File: src/rtl/sequence_store.sv
// sequence_store: storage for the Simon Says round sequence.
//
// Holds up to DEPTH steps, each a channel index. Steps are appended one at a
// time; a read pointer walks the stored steps for playback and input checking.
// The addressed step is presented as an index and as an active-low one-hot
// LED pattern.
//
// Ports:
//   clk_i          system clock, rising edge
//   rst_i          asynchronous, active-high reset
//   clear_i        empty the sequence and zero the pointer (synchronous)
//   append_i       write append_idx_i at position length, then length+1
//   append_idx_i   channel index to append
//   rewind_i       pointer := 0
//   advance_i      pointer := pointer+1, saturating or wrapping per WRAP
//   rd_idx_o       index stored at the pointer (0 when empty)
//   rd_onehot_n_o  active-low one-hot of rd_idx_o (all ones when empty)
//   rd_ptr_o       current pointer
//   length_o       number of valid steps
//   empty_o        length == 0
//   full_o         length == DEPTH
//   last_o         pointer addresses the final valid step
//   append_err_o   one-cycle pulse after an append rejected while full
module sequence_store #(
    parameter int unsigned DEPTH    = 16,
    parameter int unsigned CHANNELS = 4,
    parameter int unsigned WRAP     = 0,
    localparam int unsigned IW = $clog2(CHANNELS),
    localparam int unsigned PW = $clog2(DEPTH),
    localparam int unsigned LW = $clog2(DEPTH + 1)
) (
    input  logic                clk_i,
    input  logic                rst_i,
    input  logic                clear_i,
    input  logic                append_i,
    input  logic [IW-1:0]       append_idx_i,
    input  logic                rewind_i,
    input  logic                advance_i,
    output logic [IW-1:0]       rd_idx_o,
    output logic [CHANNELS-1:0] rd_onehot_n_o,
    output logic [PW-1:0]       rd_ptr_o,
    output logic [LW-1:0]       length_o,
    output logic                empty_o,
    output logic                full_o,
    output logic                last_o,
    output logic                append_err_o
);

    logic [IW-1:0] mem_q [DEPTH];
    logic [IW-1:0] mem_d [DEPTH];
    logic [LW-1:0] length_q, length_d;
    logic [PW-1:0] ptr_q, ptr_d;
    logic          err_q, err_d;

    logic          empty, full, last;
    logic [IW-1:0] rd_raw;

    // Status and read path, all combinational from registers.
    always_comb begin
        empty = (length_q == '0);
        full  = (length_q == LW'(DEPTH));
        last  = !empty && (LW'(ptr_q) == length_q - LW'(1));

        // Decoded read keeps non-power-of-two DEPTH free of out-of-range indexing.
        rd_raw = '0;
        for (int i = 0; i < DEPTH; i++) begin
            if (ptr_q == PW'(i)) rd_raw = mem_q[i];
        end
    end

    always_comb begin
        rd_idx_o = empty ? '0 : rd_raw;
        // Indices >= CHANNELS match no bit, so they light nothing.
        rd_onehot_n_o = '1;
        for (int c = 0; c < CHANNELS; c++) begin
            if (!empty && (rd_idx_o == IW'(c))) rd_onehot_n_o[c] = 1'b0;
        end
        rd_ptr_o     = ptr_q;
        length_o     = length_q;
        empty_o      = empty;
        full_o       = full;
        last_o       = last;
        append_err_o = err_q;
    end

    // Next state. Pointer decisions use the pre-edge length, so a same-cycle
    // append never changes that cycle's advance.
    always_comb begin
        mem_d    = mem_q;
        length_d = length_q;
        ptr_d    = ptr_q;
        err_d    = 1'b0;

        if (clear_i) begin
            length_d = '0;
        end else if (append_i) begin
            if (full) begin
                err_d = 1'b1;
            end else begin
                for (int i = 0; i < DEPTH; i++) begin
                    if (length_q == LW'(i)) mem_d[i] = append_idx_i;
                end
                length_d = length_q + LW'(1);
            end
        end

        if (clear_i || rewind_i) begin
            ptr_d = '0;
        end else if (advance_i && !empty) begin
            if (last) begin
                ptr_d = (WRAP != 0) ? '0 : ptr_q;
            end else begin
                ptr_d = ptr_q + PW'(1);
            end
        end
    end

    always_ff @(posedge clk_i or posedge rst_i) begin
        if (rst_i) begin
            for (int i = 0; i < DEPTH; i++) mem_q[i] <= '0;
            length_q <= '0;
            ptr_q    <= '0;
            err_q    <= 1'b0;
        end else begin
            mem_q    <= mem_d;
            length_q <= length_d;
            ptr_q    <= ptr_d;
            err_q    <= err_d;
        end
    end

endmodule

File: config.mk
export PLATFORM = sky130hd
export DESIGN_NAME = sequence_store
export DESIGN_NICKNAME = d
export VERILOG_FILES = /design/src/rtl/sequence_store.sv
export SDC_FILE = /design/constraint.sdc
export NUM_CORES = 1
export LEC_CHECK = 0
export ABC_AREA = 0
export BUFFER_PORTS_ARGS = -buffer_cell sky130_fd_sc_hd__buf_2
export CAP_MARGIN = 40
export CORE_UTILIZATION = 53
export CTS_CLUSTER_DIAMETER = 200
export DETAILED_ROUTE_END_ITERATION = 16
export PLACE_DENSITY = 0.88
export SLEW_MARGIN = 20
export SYNTH_ARGS = -nofsm -noshare
export SYNTH_HDL_FRONTEND = slang
export SYNTH_SLANG_ARGS = --single-unit
File: constraint.sdc
create_clock -name clk_i -period 1.9 [get_ports clk_i]
set_input_delay 0.095 -clock clk_i [delete_from_list [all_inputs] [get_ports clk_i]]
set_output_delay 0.095 -clock clk_i [all_outputs]
set_load 0.02 [all_outputs]
# ---- Word level (Yosys, flattened, before mapping)
# Cells that the tools add are included.
dict set report word_totals {
  ff_bits 42
  latchBits 0
  ramBits 0
  rom_bits 0
  input_bits 8
  word_cells 122
  n_memories 0
}
dict set report op_classes {
  addsub 3
  multipliers 0
  div 0
  n_lt_le_gt_ge 0
  n_eq_ne 37
  shift 0
  muxes 30
  n_bitwise 2
  n_reduce_logical 31
}
# cell n
set ops {}
lappend ops {{$reduce_and 4->1} 16}
lappend ops {{$eq 5x4->1 const B} 8}
lappend ops {{$mux 2} 17}
lappend ops {{$eq 4x4->1 const B} 8}
lappend ops {{$eq 5x3->1 const B} 4}
lappend ops {{$eq 4x3->1 const B} 4}
lappend ops {{$mux 5} 3}
lappend ops {{$mux 4} 3}
lappend ops {{$eq 5x2->1 const B} 2}
lappend ops {{$eq 4x2->1 const B} 2}
lappend ops {{$mux 1} 7}
lappend ops {{$logic_and 1x1->1} 6}
lappend ops {{$add 5x1->5 const B} 1}
lappend ops {{$eq 4x5->1} 1}
lappend ops {{$eq 5x1->1 const B} 1}
lappend ops {{$eq 5x5->1 const B} 1}
lappend ops {{$logic_not 5->1} 1}
lappend ops {{$sub 5x1->5 const B} 1}
lappend ops {{$add 4x1->4 const B} 1}
lappend ops {{$eq 2x2->1 const B} 2}
lappend ops {{$eq 4x1->1 const B} 1}
lappend ops {{$logic_not 4->1} 1}
lappend ops {{$reduce_and 2->1} 2}
lappend ops {{$reduce_bool 2->1} 2}
lappend ops {{7 further kinds} 8}

# ---- Depth between registers and ports, before layout
dict set report logic_depth {
  depth_word 21
  depth_mapped 10
  depth_no_buf 8
}

# ---- Worst setup path before layout
# Ideal clock, no wire load.
dict set report synth_timing {
  path_type {reg2out}
  startpoint {register ptr_q[1] (netlist: rd_ptr_o[1])}
  endpoint {output rd_onehot_n_o[1]}
  arrival_ns 2.344
  required_ns 1.805
  slack_ns -0.539
  stages_incl_launch_ff 9
  cell_sequence {dfrtp_1 -> inv_1 -> ha_1 -> or4b_1 -> o221ai_1 -> o211ai_1 -> a21oi_1 -> o21bai_1 -> or2_1}
}
dict set report synth_via {
  elab_chain_len 21
  elab_cells_between_ends 36
}
# item line
set synth_rtl {}
lappend synth_rtl {{start: declaration} 52} ;# logic [PW-1:0] ptr_q, ptr_d;
lappend synth_rtl {{start signal: assignment} 127} ;# ptr_q <= ptr_d;
lappend synth_rtl {{$logic_not 4->1} 67} ;# if (ptr_q == PW'(i)) rd_raw = mem_q[i];
lappend synth_rtl {{$mux 2 (15 in series)} 67}
lappend synth_rtl {{$mux 2 *} 67}
lappend synth_rtl {{$mux 2 *} 72} ;# rd_idx_o = empty ? '0 : rd_raw;
lappend synth_rtl {{net rd_idx_o[1]} 39} ;# output logic [IW-1:0] rd_idx_o,
lappend synth_rtl {{$eq 2x1->1 *} 76} ;# if (!empty && (rd_idx_o == IW'(c))) rd_onehot_n_o[c] = 1'b0;
lappend synth_rtl {{$logic_and 1x1->1 *} 76}
lappend synth_rtl {{$mux 1 *} 76}
lappend synth_rtl {{end: declaration} 40} ;# output logic [CHANNELS-1:0] rd_onehot_n_o,
# Mark *: on every way through the listed nets, which the timed path passes. The rest lies on a longest branch.

# ---- Worst setup path in the final report
dict set report layout_timing {
  startpoint {register ptr_q[0] (netlist: rd_ptr_o[0])}
  endpoint {output rd_onehot_n_o[1]}
}
dict set report layout_via {
  elab_chain_len 21
  elab_cells_between_ends 36
}
# item line
set layout_rtl {}
lappend layout_rtl {{$logic_not 4->1} 67}
lappend layout_rtl {{$mux 2 (15 in series)} 67}
lappend layout_rtl {{$mux 2 *} 67}
lappend layout_rtl {{$mux 2 *} 72}
lappend layout_rtl {{$eq 2x1->1 *} 76}
lappend layout_rtl {{$logic_and 1x1->1 *} 76}
lappend layout_rtl {{$mux 1 *} 76}
# Mark *: on every way between the ends. The rest lies on a longest branch, timed or not.

==> flow_metrics.env <==
export IMPL_start_util=0.569
export IMPL_netlist_cell_type_count=49
export IMPL_grt_pass1_wl_um=11800
export IMPL_hold_viol_final=0
export IMPL_grt_max_degree=43
export IMPL_synth_nets=278
export IMPL_crit_type="reg2out"
export IMPL_slew_headroom=0.650
export IMPL_place_congestion=0.882
export IMPL_cpMaxStageDelayCell="or4bb_1"
export IMPL_ys_warn_count=0
export IMPL_crit_family="compound AO/OA/AOI/OAI gates"
export IMPL_cts_made_buffers=5
export IMPL_powerDensity_nw_per_um2=698
export IMPL_timing_final_ws_setup_ns=-0.783
export IMPL_grt_overflow_total=0
export IMPL_fin_crit_ns=2.68
export IMPL_synthCells=260
export IMPL_fin_skew_ns=0.00603
export IMPL_portBuffers=26
export IMPL_p_leak_nw=1.62
export IMPL_cts_reportedPaths_clkPinSlew_ns=0.08
export IMPL_crit_path_start_kind="flip-flop"
export IMPL_violations="setup timing"
export IMPL_numClockSinks=42
export IMPL_hold_path_class="in2reg"
export IMPL_worstMarginPinSlew_ns=0.525
export IMPL_crit_path_max_fanout=6
export IMPL_cp_data_arrival_time_ns=2.59
export IMPL_yosysSeqAreaShare=0.410
export IMPL_via_per_inst=6.74
export IMPL_synth_most_common_cell="dfrtp_1"
export IMPL_multi_input_area_um2=1600
export IMPL_die_w_um=71.6
export IMPL_dieArea_um2=5120
export IMPL_drc=0
export IMPL_synth_area_top_cells="dfrtp_1 (41%), mux2_2 (14%), ha_1 (4.9%)"
export IMPL_drt_total_wl_um=9070
export IMPL_ys_ff_latch=42
export IMPL_path_buf_inv=2
export IMPL_setup_viol=11
export IMPL_max_clock_path_buffers=2
export IMPL_rsz0062_at_grt="true"
export IMPL_vias=2580
export IMPL_wl_per_cell_um=23.7
export IMPL_cts_tree="done"
export IMPL_fmax_mhz=373
export IMPL_num_nets_final=348
export IMPL_min_period_over_period=1.41
export IMPL_synth_edf_count=0
export IMPL_drt_first_pass_iters=6
export IMPL_crit_chain="ha_4 > buf_4 > or4bb_1 > o221ai_1 > o211ai_1 > a21oi_2 > o21bai_4 > or2_4 > buf_6"
export IMPL_synth_top_area_cell="dfrtp_1"
export IMPL_drt_initial_drc_count=387
export IMPL_synthFlopType="dfrtp_1"
export IMPL_num_io_pins=27
export IMPL_antenna_found_initial=0
export IMPL_cts_max_level=2
export IMPL_die_y_um=71.6
export IMPL_diodes=0
export IMPL_ant_nets=0
export IMPL_drive_gt1_frac=0.486
export IMPL_grt_pass1_vias=2392
export IMPL_vdd_drop_max_mv=0.519
export IMPL_grt_util_all_layers=0.305
export IMPL_regArea_um2=1060
export IMPL_yosysTopAreaCellShare=0.410
export IMPL_drv_slew=0
export IMPL_async_flop_share=1.00
export IMPL_synth_area_um2=2560
export IMPL_root_buffer="clkbuf_8"
export IMPL_num_rows=24
export IMPL_core_um2=4500
export IMPL_place_ws_ns=-0.361
export IMPL_whs_ns=0.0860
export IMPL_synth_common_cells="dfrtp_1 (42), mux2_2 (32), nand3_1 (21)"
export IMPL_status="finished, violations left"
export IMPL_cap_violations=0
export IMPL_clock_latency_ns=0.30
export IMPL_dp_hpwl_um=5080
export IMPL_end_kind="output port"
export IMPL_slowest_delay_ns=0.49
export IMPL_crit_required_ns=1.80
export IMPL_syn_area_per_cell_um2=9.87
export IMPL_area_growth_pct=35.0
export IMPL_fillers=251
[area by class of cell]
class	count	area share
multi-input cells	190	0.463
flip-flops and latches	42	0.305
repair buffers	79	0.172
well taps	52	0.0188
inverters	12	0.0145
clock inverters	1	0.00145
clock buffers	7	0.0249
[where the power goes]
part / internal [mW] / switching [mW]
sequential: 0.965 / 0.0537
clock: 0.294 / 0.308
combinational: 0.367 / 0.427
[metrics by stage]
| step | TNS, ns | std cells | area, um^2 | total power, mW | util |
|---|---|---|---|---|---|
| global route | -6.12 | 383 | 3460 | 2.51 | 0.769 |
| floorplan | -1.09 | 260 | 2640 | 1.43 | - |
| detailed placement | -2.15 | 363 | 3060 | 1.67 | 0.679 |
| finish | -5.27 | 383 | 3460 | 2.41 | 0.769 |
| CTS | -3.29 | 375 | 3270 | 2.31 | 0.725 |
| global placement | -1.36 | 363 | 3060 | 1.65 | 0.679 |
[placed cells by master (no fill, tap or decap), types with 6 or more instances in the layout]
cell type,n
dfrtp_1,37
xor2_1,6
nor2_1,13
mux2_2,32
inv_1,7
nor2b_1,11
buf_2,20
clkbuf_8,6
a21oi_1,6
buf_4,47
buf_6,9
o21ai_0,6
nand2_1,19
nand3_1,20
[final timing paths]
check	startpoint	end	slack (ns)	depth (start not counted)
setup / recovery	rd_ptr_o[0]	rd_onehot_n_o[1]	-0.78	9
hold / removal	append_i	append_err_o	0.09	3
setup reg to reg	length_o[0]	rd_ptr_o[3]	-0.17	8
hold reg to reg	mem_q[18]	mem_q[18]	0.52	1
max in group asynchronous	rst_i	length_o[1]	1.05	4
min in group asynchronous	rst_i	append_err_o	0.47	4
[timing repair]
item / in CTS / in global routing
setup buffers: 2 / 8
endpoints found under the hold margin: 43 / 0
pin swaps: 2 / 18
setup endpoints to repair: 11 / 10
hold buffers: 2 / 0
resized for setup: 19 / 34
[cell families (layout without fill, tap and decap cells)]
logic type	Yosys count	after routing	synth area share
simple gates	96	96	0.200
mux	33	33	0.144
fa+ha+maj	10	10	0.0488
buf+inv	28	99	0.0483
compound gates	42	42	0.118
flops	42	42	0.410
xor+xnor	9	9	0.0307
[worst register-to-register path, cell delays in order, from the launching register on]
cell      delay, ns
dfrtp_2        0.42
inv_2          0.09
ha_4           0.17
xor2_4         0.20
xor2_1         0.10
o22a_4         0.25
o311ai_4       0.43
or3_1          0.21
a21boi_2       0.07
[state kept, by name (all words and copies together) (netlist names)]
signal,cells
append_err_o,1
length_o,5
mem_q,32
rd_ptr_o,4
[metal layers]
metal | global-route usage | routed length [um] | vias up
li1 | - | - | 1057
met1 | 0.383 | 3340 | 1227
met2 | 0.511 | 4270 | 208
met3 | 0.0591 | 691 | 88
met4 | 0.139 | 770 | 0
met5 | 0 | 0 | -
No activity file was read; power rests on OpenSTA's default activity.
